[src/rtl/fetch_pc_unit.sv]
// Program counter and instruction-fetch stage around an external 4-input next-PC mux.
// Keeps one memory request in flight and buffers returned instructions in a 2-entry FIFO.
module fetch_pc_unit #(
    parameter logic [31:0] RESET_PC = 32'h0000_0000
) (
    input  logic        clk,
    input  logic        rst_n,
    input  logic        branch_taken,
    input  logic        jump_reg,
    input  logic        jump,
    input  logic        stall,
    input  logic [31:0] next_pc,
    output logic [1:0]  mux_sel,
    output logic [31:0] pc_plus4,
    output logic        imem_req,
    output logic [31:0] imem_addr,
    input  logic        imem_gnt,
    input  logic        imem_rvalid,
    input  logic [31:0] imem_rdata,
    output logic        if_valid,
    input  logic        if_ready,
    output logic [31:0] if_instr,
    output logic [31:0] if_pc
);

    typedef enum logic [1:0] {
        ST_IDLE = 2'd0,
        ST_REQ  = 2'd1,
        ST_WAIT = 2'd2
    } state_t;

    state_t      state_r;
    state_t      state_s;
    logic [31:0] pc_r;
    logic [31:0] req_pc_r;
    logic        discard_r;
    logic        discard_s;

    logic [31:0] fifo_pc_r    [2];
    logic [31:0] fifo_instr_r [2];
    logic        rd_ptr_r;
    logic        wr_ptr_r;
    logic [1:0]  count_r;

    logic        redirect_s;
    logic        outstanding_s;
    logic [1:0]  occupancy_s;
    logic        space_s;
    logic        req_s;
    logic        accept_s;
    logic        resp_s;
    logic        push_s;
    logic        pop_s;
    logic        pc_load_s;

    assign redirect_s    = branch_taken | jump_reg | jump;
    assign outstanding_s = (state_r == ST_WAIT);
    // Buffered entries plus the in-flight fetch must leave room for its response.
    assign occupancy_s   = count_r + {1'b0, outstanding_s};
    assign space_s       = (occupancy_s < 2'd2);
    assign req_s         = (state_r == ST_REQ) && !stall && space_s;
    assign accept_s      = req_s && imem_gnt;
    assign resp_s        = (state_r == ST_WAIT) && imem_rvalid;
    assign push_s        = resp_s && !discard_r && !redirect_s;
    assign pop_s         = (count_r != 2'd0) && if_ready && !redirect_s;
    assign pc_load_s     = redirect_s | accept_s;

    assign pc_plus4  = pc_r + 32'd4;
    assign imem_addr = pc_r;
    assign imem_req  = req_s;
    assign if_valid  = (count_r != 2'd0);
    assign if_instr  = fifo_instr_r[rd_ptr_r];
    assign if_pc     = fifo_pc_r[rd_ptr_r];

    // Next-PC mux select, highest-priority redirect wins.
    always_comb begin
        mux_sel = 2'd0;
        if (jump) begin
            mux_sel = 2'd3;
        end else if (jump_reg) begin
            mux_sel = 2'd2;
        end else if (branch_taken) begin
            mux_sel = 2'd1;
        end else begin
            mux_sel = 2'd0;
        end
    end

    // Fetch FSM next state and discard flag for the in-flight response.
    always_comb begin
        state_s   = state_r;
        discard_s = discard_r;
        case (state_r)
            ST_IDLE: begin
                state_s   = ST_REQ;
                discard_s = 1'b0;
            end
            ST_REQ: begin
                if (accept_s) begin
                    state_s   = ST_WAIT;
                    discard_s = redirect_s;
                end else begin
                    state_s   = ST_REQ;
                    discard_s = 1'b0;
                end
            end
            ST_WAIT: begin
                if (resp_s) begin
                    state_s   = ST_REQ;
                    discard_s = 1'b0;
                end else if (redirect_s) begin
                    state_s   = ST_WAIT;
                    discard_s = 1'b1;
                end else begin
                    state_s   = ST_WAIT;
                    discard_s = discard_r;
                end
            end
            default: begin
                state_s   = ST_IDLE;
                discard_s = 1'b0;
            end
        endcase
    end

    // State, PC and captured request address.
    always_ff @(posedge clk or negedge rst_n) begin
        if (!rst_n) begin
            state_r   <= ST_IDLE;
            discard_r <= 1'b0;
            pc_r      <= RESET_PC;
            req_pc_r  <= 32'd0;
        end else begin
            state_r   <= state_s;
            discard_r <= discard_s;
            if (pc_load_s) begin
                pc_r <= next_pc;
            end
            if (accept_s) begin
                req_pc_r <= pc_r;
            end
        end
    end

    // Two-entry output FIFO; a redirect empties it and drops any same-cycle push.
    always_ff @(posedge clk or negedge rst_n) begin
        if (!rst_n) begin
            for (int i = 0; i < 2; i++) begin
                fifo_pc_r[i]    <= 32'd0;
                fifo_instr_r[i] <= 32'd0;
            end
            rd_ptr_r <= 1'b0;
            wr_ptr_r <= 1'b0;
            count_r  <= 2'd0;
        end else if (redirect_s) begin
            rd_ptr_r <= 1'b0;
            wr_ptr_r <= 1'b0;
            count_r  <= 2'd0;
        end else begin
            if (push_s) begin
                fifo_pc_r[wr_ptr_r]    <= req_pc_r;
                fifo_instr_r[wr_ptr_r] <= imem_rdata;
                wr_ptr_r               <= ~wr_ptr_r;
            end
            if (pop_s) begin
                rd_ptr_r <= ~rd_ptr_r;
            end
            case ({push_s, pop_s})
                2'b10:   count_r <= count_r + 2'd1;
                2'b01:   count_r <= count_r - 2'd1;
                default: count_r <= count_r;
            endcase
        end
    end

endmodule

[config.mk]
export PLATFORM = sky130hd
export DESIGN_NAME = fetch_pc_unit
export DESIGN_NICKNAME = d
export VERILOG_FILES = /design/src/rtl/fetch_pc_unit.sv
export SDC_FILE = /design/constraint.sdc
export NUM_CORES = 1
export LEC_CHECK = 0
export BUFFER_PORTS_ARGS = -buffer_cell sky130_fd_sc_hd__buf_4
export CORE_MARGIN = 2
export CORE_UTILIZATION = 43
export CTS_CLUSTER_DIAMETER = 150
export DETAILED_ROUTE_END_ITERATION = 10
export PLACE_DENSITY = 0.69
export SETUP_SLACK_MARGIN = 0.05
export SYNTH_ARGS = -nofsm -noshare
export SYNTH_HDL_FRONTEND = slang
export SYNTH_SLANG_ARGS = --single-unit
[constraint.sdc]
create_clock -name clk -period 4.12 [get_ports clk]
set_input_delay 0 -clock clk [delete_from_list [all_inputs] [get_ports clk]]
set_output_delay 0 -clock clk [all_outputs]
set_load 0.01 [all_outputs]
### After elaboration in Yosys (flattened, before gate mapping)

Cells that the tools add are included.

| operators by class | value |
|---|---|
| add/sub/neg operators | 4 |
| $mul | 0 |
| divide/modulo/power cells | 0 |
| $lt $le $gt $ge | 4 |
| equality and inequality tests | 5 |
| shift-type cells | 0 |
| muxes and demuxes | 26 |
| bitwise operators | 8 |
| reductions and logical operators | 18 |

Operator list:

| cell | count |
|---|---|
| 32-bit two-way mux | 7 |
| 64-bit bitwise mux | 2 |
| 32-bit by 3-bit adder with 32-bit output, second input constant | 1 |
| 32-bit demux with 1-bit select | 1 |
| 2-bit two-way mux | 5 |
| 1-bit logical AND | 9 |
| 1-bit two-way mux | 8 |
| 2-bit case mux with 3 select lines | 1 |
| 2-bit nonzero test | 3 |
| 2-bit by 1-bit == test with 1-bit output, second input constant | 2 |
| 2-bit == test, second input constant | 2 |
| 2-bit greater-or-equal comparator, second input constant | 2 |
| 1-bit NOT with 2-bit output | 2 |
| 2-bit case mux with 2 select lines | 1 |
| 1-bit logical NOT | 3 |
| 3-bit by 2-bit != test with 1-bit output, second input constant | 1 |
| 1-bit NOT | 3 |
| 1-bit bitwise OR | 3 |
| 3-bit nonzero test | 1 |
| 2-bit by 1-bit adder with 2-bit output | 1 |
| 2-bit by 1-bit adder with 2-bit output, second input constant | 1 |
| 2-bit logical NOT | 1 |
| 2-bit by 1-bit less-than comparator with 1-bit output, second input constant | 1 |
| 2-bit less-than comparator, second input constant | 1 |
| 3 further kinds | 3 |

| storage, ports and cells | value |
|---|---|
| flip-flop bits (word level) | 199 |
| bits in latches | 0 |
| memory bits (writable) | 0 |
| memory bits (read-only) | 0 |
| bits of input ports | 73 |
| output and inout port bits | 132 |
| logic and storage cells | 76 |
| memories | 0 |

### Longest topological paths before layout

Gate-level depths: netlist of the first run.

| depth | value |
|---|---|
| depth after elaboration | 7 |
| mapped depth | 8 |
| depth with buffers taken out | 6 |

### Worst setup path before layout of the first run

OpenSTA, ideal clock, no wires.

| path | value |
|---|---|
| path type | reg-to-reg |
| start point | reg state_r[0] |
| end point | reg pc_r[0], in the netlist imem_addr[0] |
| setup time | 0.125 ns |
| arrival | 1.948 ns |
| data required time | 3.995 ns |
| path slack | 2.047 ns |
| cell stages (with the launch flop) | 8 |
| buffers on the path | 1 |
| clock period less this slack | 2.073 ns |
| cell sequence | dfrtp_1 > inv_1 > ha_1 > and3_1 > o211a_1 > a21oi_1 > buf_4 > mux2_2 |

| between the ends | value |
|---|---|
| longest elaborated chain between the ends | 6 |
| elaborated cells between the ends (all ways) | 8 |
| those cells by class | add/sub: 1; order compare: 1; eq/ne: 2; bitwise: 1; reduce/logical: 3 |

RTL lines:

| what | RTL line | text |
|---|---|---|
| start, declared | 32 | `state_t state_r;` |
| start signal, assigned | 134 | `state_r <= state_s;` |
| 2-bit == test | 57 | `assign outstanding_s = (state_r == ST_WAIT);` |
| 2-bit by 1-bit adder with 2-bit output | 59 | `assign occupancy_s = count_r + {1'b0, outstanding_s};` |
| 2-bit less-than comparator | 60 | `assign space_s = (occupancy_s < 2'd2);` |
| 1-bit logical AND (*) | 61 | `assign req_s = (state_r == ST_REQ) && !stall && space_s;` |
| named net imem_req | 15 | `output logic imem_req,` |
| 1-bit logical AND (*) | 62 | `assign accept_s = req_s && imem_gnt;` |
| 1-bit bitwise OR (*) | 66 | `assign pc_load_s = redirect_s \| accept_s;` |
| end signal, assigned | 137 | `pc_r <= next_pc;` |
| end, declared | 34 | `logic [31:0] pc_r;` |

The timed path passes the listed nets; every way through them passes the cells marked *.
A chain may end at the register's enable or synchronous reset.

### Worst setup path in the final report of the first run

| path | value |
|---|---|
| start point | reg pc_r[2], in the netlist imem_addr[2] |
| end point | out pc_plus4[18] |

| between the ends | value |
|---|---|
| longest elaborated chain between the ends | 1 |

RTL lines:

| what | RTL line | text |
|---|---|---|
| 32-bit by 3-bit adder with 32-bit output | 68 | `assign pc_plus4 = pc_r + 32'd4;` |
| end, declared | 14 | `output logic [31:0] pc_plus4,` |

Every way passes these cells.

==> results.txt, run 1 <==
The flow ran to the end, and the final reports show no timing, DRC or antenna violations. The total overflow left after global routing is 0. The first-pass GRT wire length came out at 33.7 mm. The clock-pin slew on the worst setup and hold paths is around 70 ps. The number of cell instances on the worst register-to-register path is 6. The number of buffers between clock root and the deepest sink is 2.

The total CTS buffers came out at 17. The maximum fanout along the worst path came out at 6. STA classifies the critical path startpoint as a flop. In this run the biggest area consumer among cell types represents 56.5% of the synthesized area. The worst slew margin relative to its limit came out at 26.9%. The combined area of the multi-input logic cells came out at 3680 um^2. The filler cell count in the final layout is 1,619.

The share of async-settable or async-resettable flops after synthesis is 100%. Tracing the worst setup path back leads to its startpoint at imem_addr[2]$_DFFE_PN0P_. The top cell types in the final layout, fill and taps aside, are 248 x mux2_2, 208 x buf_4, 198 x dfrtp_1. The routed design has roughly 21 mm of wire. The critical path is of the flop to output pin type.

The standard cell core area is 20,200 um^2. Summing over every cut layer, the via total after detailed routing is 5,953. The maximum ir drop on the vdd rail came out at approximately 0.27 mV. The post-CTS setup buffer count came out at 0.

The wire length per cell is 18.0 um. The initial core utilization came out at a little over two fifths. The total instance count after detailed placement came out at 1,062. The per-instance average area after synthesis came out at 14.4 um^2. The first detailed-routing pass took 4 iterations. After the first detailed-routing iteration, the DRC count stood at 203. The HPWL after detailed placement is about 13 mm. Entering global routing, the biggest net connects 124 pins.

The clock tree root buffer cell is clkbuf_16. STA puts the critical path data arrival time at 2780 ps. The clock network latency to the later pin of the worst-skew pair came out at approximately 430 ps.

The number of I/O port buffers came out at 204. The final-report max-slew violation count is 0. The post-route fraction of the period consumed by the critical path came out at 67.4%. CTS built an H-tree with a depth of 4. Clock skew on the completed layout was measured at roughly 12 ps. The endpoint identified for the worst register-to-register timing path is fifo_instr_r[28]$_DFFE_PN0P_. The initial antenna violation count came out at 0. After synthesis, the cell types taking the most area are dfrtp_1 56%, mux2_2 32%, xnor2_1 1.9%. Along the worst hold path, the cell count comes to 3.

The synthesized design spends more area on one cell type than any other, namely dfrtp_1. In this run, post-CTS hold repair placed 67 buffers. The global router's overall resource usage came out at 19.7%. The row count is 52. The post-route setup TNS is 0 ps. The floorplan die area came out at 21,700 um^2. Setup repair after global routing left no endpoint under its margin.

Following the worst setup path forward leads to its endpoint at pc_plus4[18]. For this run, the number of Yosys warnings is 0. Among all flip-flop cells after synthesis, the most frequent one is dfrtp_1. Synthesis instantiated 33 different standard cells from the library. Based on the critical path, the design can be clocked at up to 0.360 GHz. The total count of hold-check failures in the final report was 0. The area of all placed cells without fillers came out at about 12,000 um^2. The worst hold path belongs to the class input port to flop. Relative to the synthesized area, the layout overhead comes to 35.2%. The post-route worst hold slack is 175 ps.

205 I/O pins were placed. The fraction of the yosys area taken by sequential cells came out at 56.5%. The die is 147 um tall.

The routed design could run at a clock period as short as 2780 ps. The kind of end point of the critical path is an output pin. The layout net count is roughly 960. The DRC violation count after routing came out at 0. The library cell used most frequently in the layout, excluding fill and tap cells, is mux2_2. The count of mapped cells out of synthesis is 611. The placed instance area came out at 10,600 um^2.

The clock tree from TritonCTS is done. Counting flops with a built-in enable in the synthesized netlist gives 0. The horizontal die dimension came out at 147 um. The leakage power came out at 5.88 nW. The count of max-cap constraint violations is 0. The count of placed standard cells in the final layout, fillers left out is 1,161. The area used by sequential logic in the layout is 4980 um^2. The worst register-to-register path begins at state_r[0]$_DFF_PN0_.

For the worst setup path, the data required time is 4120 ps. The via count of the first global-routing pass is 6,463. Setup violations remaining at the end of the flow were counted as 0. The total nets after synthesis came out at just under 700. The antenna diode instance count is 0.

The post-synthesis register bit count is 199. The number of sinks driven by the clock tree is 199. After clock tree synthesis, the repair step resized 0 gates. The remaining antenna violation count after routing is 0. The slew at the pin with the worst max-slew slack came out at 1100 ps. The setup slack of the worst register-to-register path is approximately 1700 ps. The share of final-layout standard cells stronger than drive strength 1 is 55.9%. The average vias per placed instance is ~5. Routability-driven placement finished with a final weighted congestion of 0.798.

Power spread over the standard cell area amounts to 475 nW/um^2. The mapped netlist covers slightly below 9000 um^2.
through the flow:
step                      setup WS, ps  utilization, %  total power, mW
after global routing              1230            59.1             5.95
final                             1340            59.1             5.66
after detailed placement          1640            52.7             3.89
after floorplan                   2050               -             3.24
after CTS                         1340            59.1             5.72
after global placement            1740            52.7             3.82
flip-flops by register name, indices dropped and copies added (netlist names):
name          count
fifo_instr_r     64
fifo_pc_r        64
imem_addr        32
req_pc_r         32
count_r           2
state_r           2
discard_r         1
rd_ptr_r          1
wr_ptr_r          1
synthesized netlist by cell type (2+ instances only):
| master | n |
|---|---|
| mux2i_1 | 3 |
| nand4_1 | 10 |
| mux2_1 | 4 |
| xor2_1 | 12 |
| and3_1 | 5 |
| buf_2 | 8 |
| or2_2 | 2 |
| mux2_2 | 248 |
| xnor2_1 | 19 |
| nor2_1 | 14 |
| dfrtp_1 | 199 |
| ha_1 | 5 |
| clkbuf_1 | 10 |
| buf_4 | 11 |
| nand3_1 | 11 |
| nand2_1 | 16 |
| a21oi_1 | 4 |
| nor3_1 | 5 |
| inv_1 | 8 |
| o21ai_0 | 4 |
metal layers:
layer	share of wire (%)	GRT usage, %	wire length [um]	up-vias
li1	-	-	-	2713
met1	43	24.8	9080	3002
met2	49	34.0	10300	212
met3	5.9	5.06	1230	26
met4	1.3	5.53	278	0
met5	0	0	0	-
cell type report:
class / count / area share (%)
Sequential cell: 199 / 41.8
Multi-Input combinational cell: 375 / 30.9
Timing Repair Buffer: 277 / 19.0
Clock buffer: 18 / 3.68
Tap cell: 270 / 2.83
Clock inverter: 14 / 1.55
Inverter: 8 / 0.252
cell families after synthesis:
logic type / Yosys count / synth area share, %
and+or+nand+nor: 71 / 4.17
adders and majority gates: 5 / 0.709
DFF: 199 / 56.5
AOI/OAI and AO/OA: 13 / 0.922
xor gates and xnor gates: 31 / 3.08
buffers and inverters: 37 / 2.16
muxes: 255 / 32.5
worst min-delay path by stage:
stage	startpoint	endpoint	slack (ps)
3_3_place_gp	rst_n	fifo_instr_r[42]$_DFFE_PN0P_	210
3_5_place_dp	rst_n	fifo_instr_r[10]$_DFFE_PN0P_	230
5_1_grt	branch_taken	rd_ptr_r$_DFFE_PN0P_	190
2_1_floorplan	rst_n	count_r[0]$_DFFE_PN0P_	-300
4_1_cts	branch_taken	rd_ptr_r$_DFFE_PN0P_	140
6_report	jump	rd_ptr_r$_DFFE_PN0P_	180
critical path: stages (launching register included):
cell	delay, ps
dfrtp_1	490
ha_1	240
nand3_1	330
nor3_1	620
nor3b_1	300
xor2_1	210
buf_4	150
where the power goes:
group | switching [mW] | total, mW | internal [mW]
sequential | 0.248 | 2.56 | 2.31
combinational | 0.541 | 1.34 | 0.796
clock | 0.768 | 1.76 | 0.991
Note: power is estimated with default switching activity, not from simulation.
==> run 2: changes to the inputs <==
- ABC_AREA: default -> 1
- clock period: 4.12 -> 2.8 ns (I/O delays scaled with it)
==> run 2 against run 1 <==
Compared with the run above: non-clock buffer count grew 4; cell area rose by 1.5%; clock-buffer cell count fell by 1; routed wire length grew 13%; via count up 35%; critical path type unchanged; global-route usage increased by 1.5 points; register-to-register slack lost 980 ps; first-iteration DRC count is 120% higher; critical path depth grew 1; largest cell class unchanged; setup slack lost 760 ps; highest routed layer unchanged; clock skew grew 3.6 ps; synthesized area increased by 4.2%; largest power group unchanged.
==> results.txt, run 2 <==
The first global-routing pass estimated 37.9 mm of wire. The total standard cell area after synthesis came out at 9190 um^2. The horizontal die dimension is 150 um.

The placer congestion estimate came out at 0.909. By startpoint and endpoint, the worst setup path is classified as flop to output pin. The DRC violation count after routing came out at 0. The tree is rooted in a clkbuf_16. The met3 wire length is 1.48 mm. The switching power total came out at 2.49 mW. The global router's overall resource usage is 21.3%. The number of gates given a new drive strength after cts is 0. The clock network power share came out at 29.6%. The total count of hold-check failures in the final report is 0.

The clock drives 199 sinks. The number of H-tree branching levels is 4. The number of buffers between clock root and the deepest sink is 2. Static timing analysis puts the maximum clock frequency at ~0.45 GHz. When the netlist entered floorplanning its net count stood at 1,236.

The wire length per cell came out at 14.0 um. The share of total power consumed by net switching came out at 31.2%. The final critical path takes up 79.3% of the cycle. The post-synthesis register bit count came out at around 200. The combined area of the multi-input logic cells is around 3400 um^2. The HPWL after detailed placement is 15.8 mm. The number of warnings printed during yosys synthesis is 0. The clock-pin slew on the worst setup and hold paths is approximately 80 ps.

Counting every instance in the synthesized netlist gives ~1,200. The row count is 53. The post-CTS setup buffer count is 0. The per-instance average area after synthesis came out at 7.94 um^2. The die is 150 um tall.

The number of I/O port buffers came out at approximately 200. The worst setup path is launched from a flop. The placed instance area is about 11,000 um^2. The initial core utilization came out at 43.7%. The fraction of the yosys area taken by sequential cells is between 50% and 60%. In the layout the commonest cells are 479 x nand2_1, 206 x buf_4, 198 x dfrtp_1. The layout overhead on the synthesized area is 31.6%. The area share of the largest cell type after synthesis is a little over half.

The total vias in the final route is ~8,000. The largest registers in the layout are fifo_instr_r (64), fifo_pc_r (64). The remaining global-route overflow is 0.

The shortest clock period the worst path allows after layout is 2220 ps. The share of async-settable or async-resettable flops after synthesis is between 90% and 100%. Once detail routing completed, the nets flagged for antenna violations numbered 0. The maximum fanout along the worst path is 5. TritonCTS built the clock tree. The clock network latency to the later pin of the worst-skew pair came out at 430 ps. The wire length reported by the detailed router came out at 23.6 mm.

The area used by sequential logic in the layout came out at 4980 um^2. The maximum ir drop on the vdd rail is 0.431 mV. The leakage power is 6.35 nW. The number of different library cells in the post-synthesis netlist is 24. The critical path data required time is 2800 ps.

The total routed wire length on the met1 layer is 11.1 mm. The dominant cell type by area after synthesis is dfrtp_1. For this design the top-level I/O count stands at 205. The share of final-layout standard cells stronger than drive strength 1 came out at 18.0%.

Clock tree synthesis inserted a total of 17 buffers. Entering global routing, the biggest net connects 129 pins. The worst min-delay path category is input port to flop. The wire length on met2 is 10.6 mm. At the pin with the least slew margin, the transition time is 823 ps. The final-report max-slew violation count came out at 0. The layout net count came out at 1,479. Setup violations remaining at the end of the flow were counted as 0. The run finished with clean final reports.

The filler cell count in the final layout is 1,942. The library cell used most frequently in the layout, excluding fill and tap cells, is nand2_1. Max-cap violations in this run came to 0. The antenna diode instance count came out at 0. For this block, the initial DRC count from the detailed router was 442.

After synthesis, the cell types taking the most area are dfrtp_1 54%, nand2_1 20%, o21ai_1 7.6%. The area of all placed cells without fillers is roughly 12,000 um^2. The cell-internal power came out at 5.50 mW.

The initial antenna violation count came out at 0. The arrival time of data at the critical path endpoint is ~2200 ps. For this design the ratio of total power to cell area is 661 nW/um^2. The proportion of power drawn by flip-flops and latches came out at 46.0%. The worst pin sits at a relative slew slack of between 40% and 50%.

The leading register cell type out of synthesis is dfrtp_1. In the synthesized netlist, the cells that appear most often are 481 x nand2_1, 199 x dfrtp_1, 139 x o21ai_1. Setup repair after global routing left no endpoint under its margin.

Setup slack on the worst reg-to-reg path comes out at ~670 ps. The proportion of power drawn by combinational gates came out at ~24%. The average vias per placed instance came out at 4.75. The number of enable flip-flop cells after synthesis is 0.

The post-route setup TNS came out at 0 ps. Among all cell types in the netlist, the one instantiated most often is nand2_1. Across the routed clock network, the largest skew measured is approximately 15 ps.

The number of detailed-route iterations in the first pass came out at 5. The detailed router used layers up to and including met4. The via count of the first global-routing pass was 7,578. After floorplanning, the core was sized to cover between 20,000 and 25,000 um^2. The die covers 22,600 um^2. The kind of end point of the critical path is an output pin.
-- run 2: changes by cell type after synthesis, sizes merged, moves of 4 or more --
cell | before | now
and3 | 5 | 1
buf | 19 | 44
inv | 8 | 117
mux2 | 252 | 0
nand2 | 17 | 482
nand3 | 11 | 24
nand4 | 10 | 3
nor2 | 14 | 48
nor3 | 6 | 2
o21ai | 4 | 196
xnor2 | 19 | 0
xor2 | 12 | 16
-- run 2: repair_timing --
item,4_1_cts,5_1_grt
hold buffers,69,0
setup endpoints to repair,0,0
endpoints found under the hold margin,197,0
-- run 2: worst max-delay path, stage by stage (launching register included) --
cell and delay [ps]:
dfrtp_1 400, ha_1 310, nand3_1 220, inv_1 170, nand2_1 150, nor2_1 160, xor2_1 220, buf_4 160
-- run 2: power by group through the flow --
stage | sequential (mW) | combinational (mW) | clock, mW
floorplan | 3.65 | 1.04 | 0
global placement | 3.72 | 1.84 | 0
detailed placement | 3.73 | 1.89 | 0
CTS | 3.68 | 1.97 | 2.43
global route | 3.74 | 2.22 | 2.55
finish | 3.68 | 1.95 | 2.37
-- run 2: through the flow --
stage               setup slack, ps  power [mW]  utilization, %  cells  hold slack (ps)
floorplan                      1270        4.69               -   1158             -296
global placement                758        5.57            51.6   1588              152
detailed placement              697        5.62            51.6   1588              160
CTS                             590        8.08            57.6   1688             29.3
global route                    418        8.51            57.6   1688             94.8
finish                          579        8.00            57.6   1688             39.9
-- run 2: routing by layer --
metal	vias to the layer above	global-route usage [%]
met5	-	0
met1	3641	29.7
met4	0	6.51
li1	4085	-
met2	263	33.5
met3	26	4.55
-- run 2: path summary, 6_finish.rpt --
kind                                           from                     endpoint  cells after the start
min in group asynchronous                     rst_n  fifo_instr_r[6]$_DFFE_PN0P_                      2
min                                        if_ready       count_r[1]$_DFFE_PN0P_                      7
max in group asynchronous                     rst_n    imem_addr[30]$_DFFE_PN0P_                      3
max                        imem_addr[2]$_DFFE_PN0P_                 pc_plus4[18]                      7
min reg2reg                req_pc_r[16]$_DFFE_PN0P_     req_pc_r[16]$_DFFE_PN0P_                      2
max reg2reg                    state_r[0]$_DFF_PN0_    fifo_pc_r[38]$_DFFE_PN0P_                      8
-- run 2: logic make-up (layout without fill, tap and decap cells) --
logic type	after synthesis	after routing	synth area share, %
and+or+nand+nor	561	561	23.8
buffers and inverters	174	429	8.79
xor gates and xnor gates	16	16	1.52
AOI/OAI and AO/OA	203	203	11.1
adders and majority gates	5	5	0.680
DFF	199	199	54.2
-- run 2: area by class of cell --
cell class                 count  area share, %
clock buffer                  17           3.52
clock inverter                14           1.16
inverter                     117           3.63
multi-input combinational    785           28.3
sequential                   199           41.2
tap                          275           2.84
timing repair buffer         281           19.4
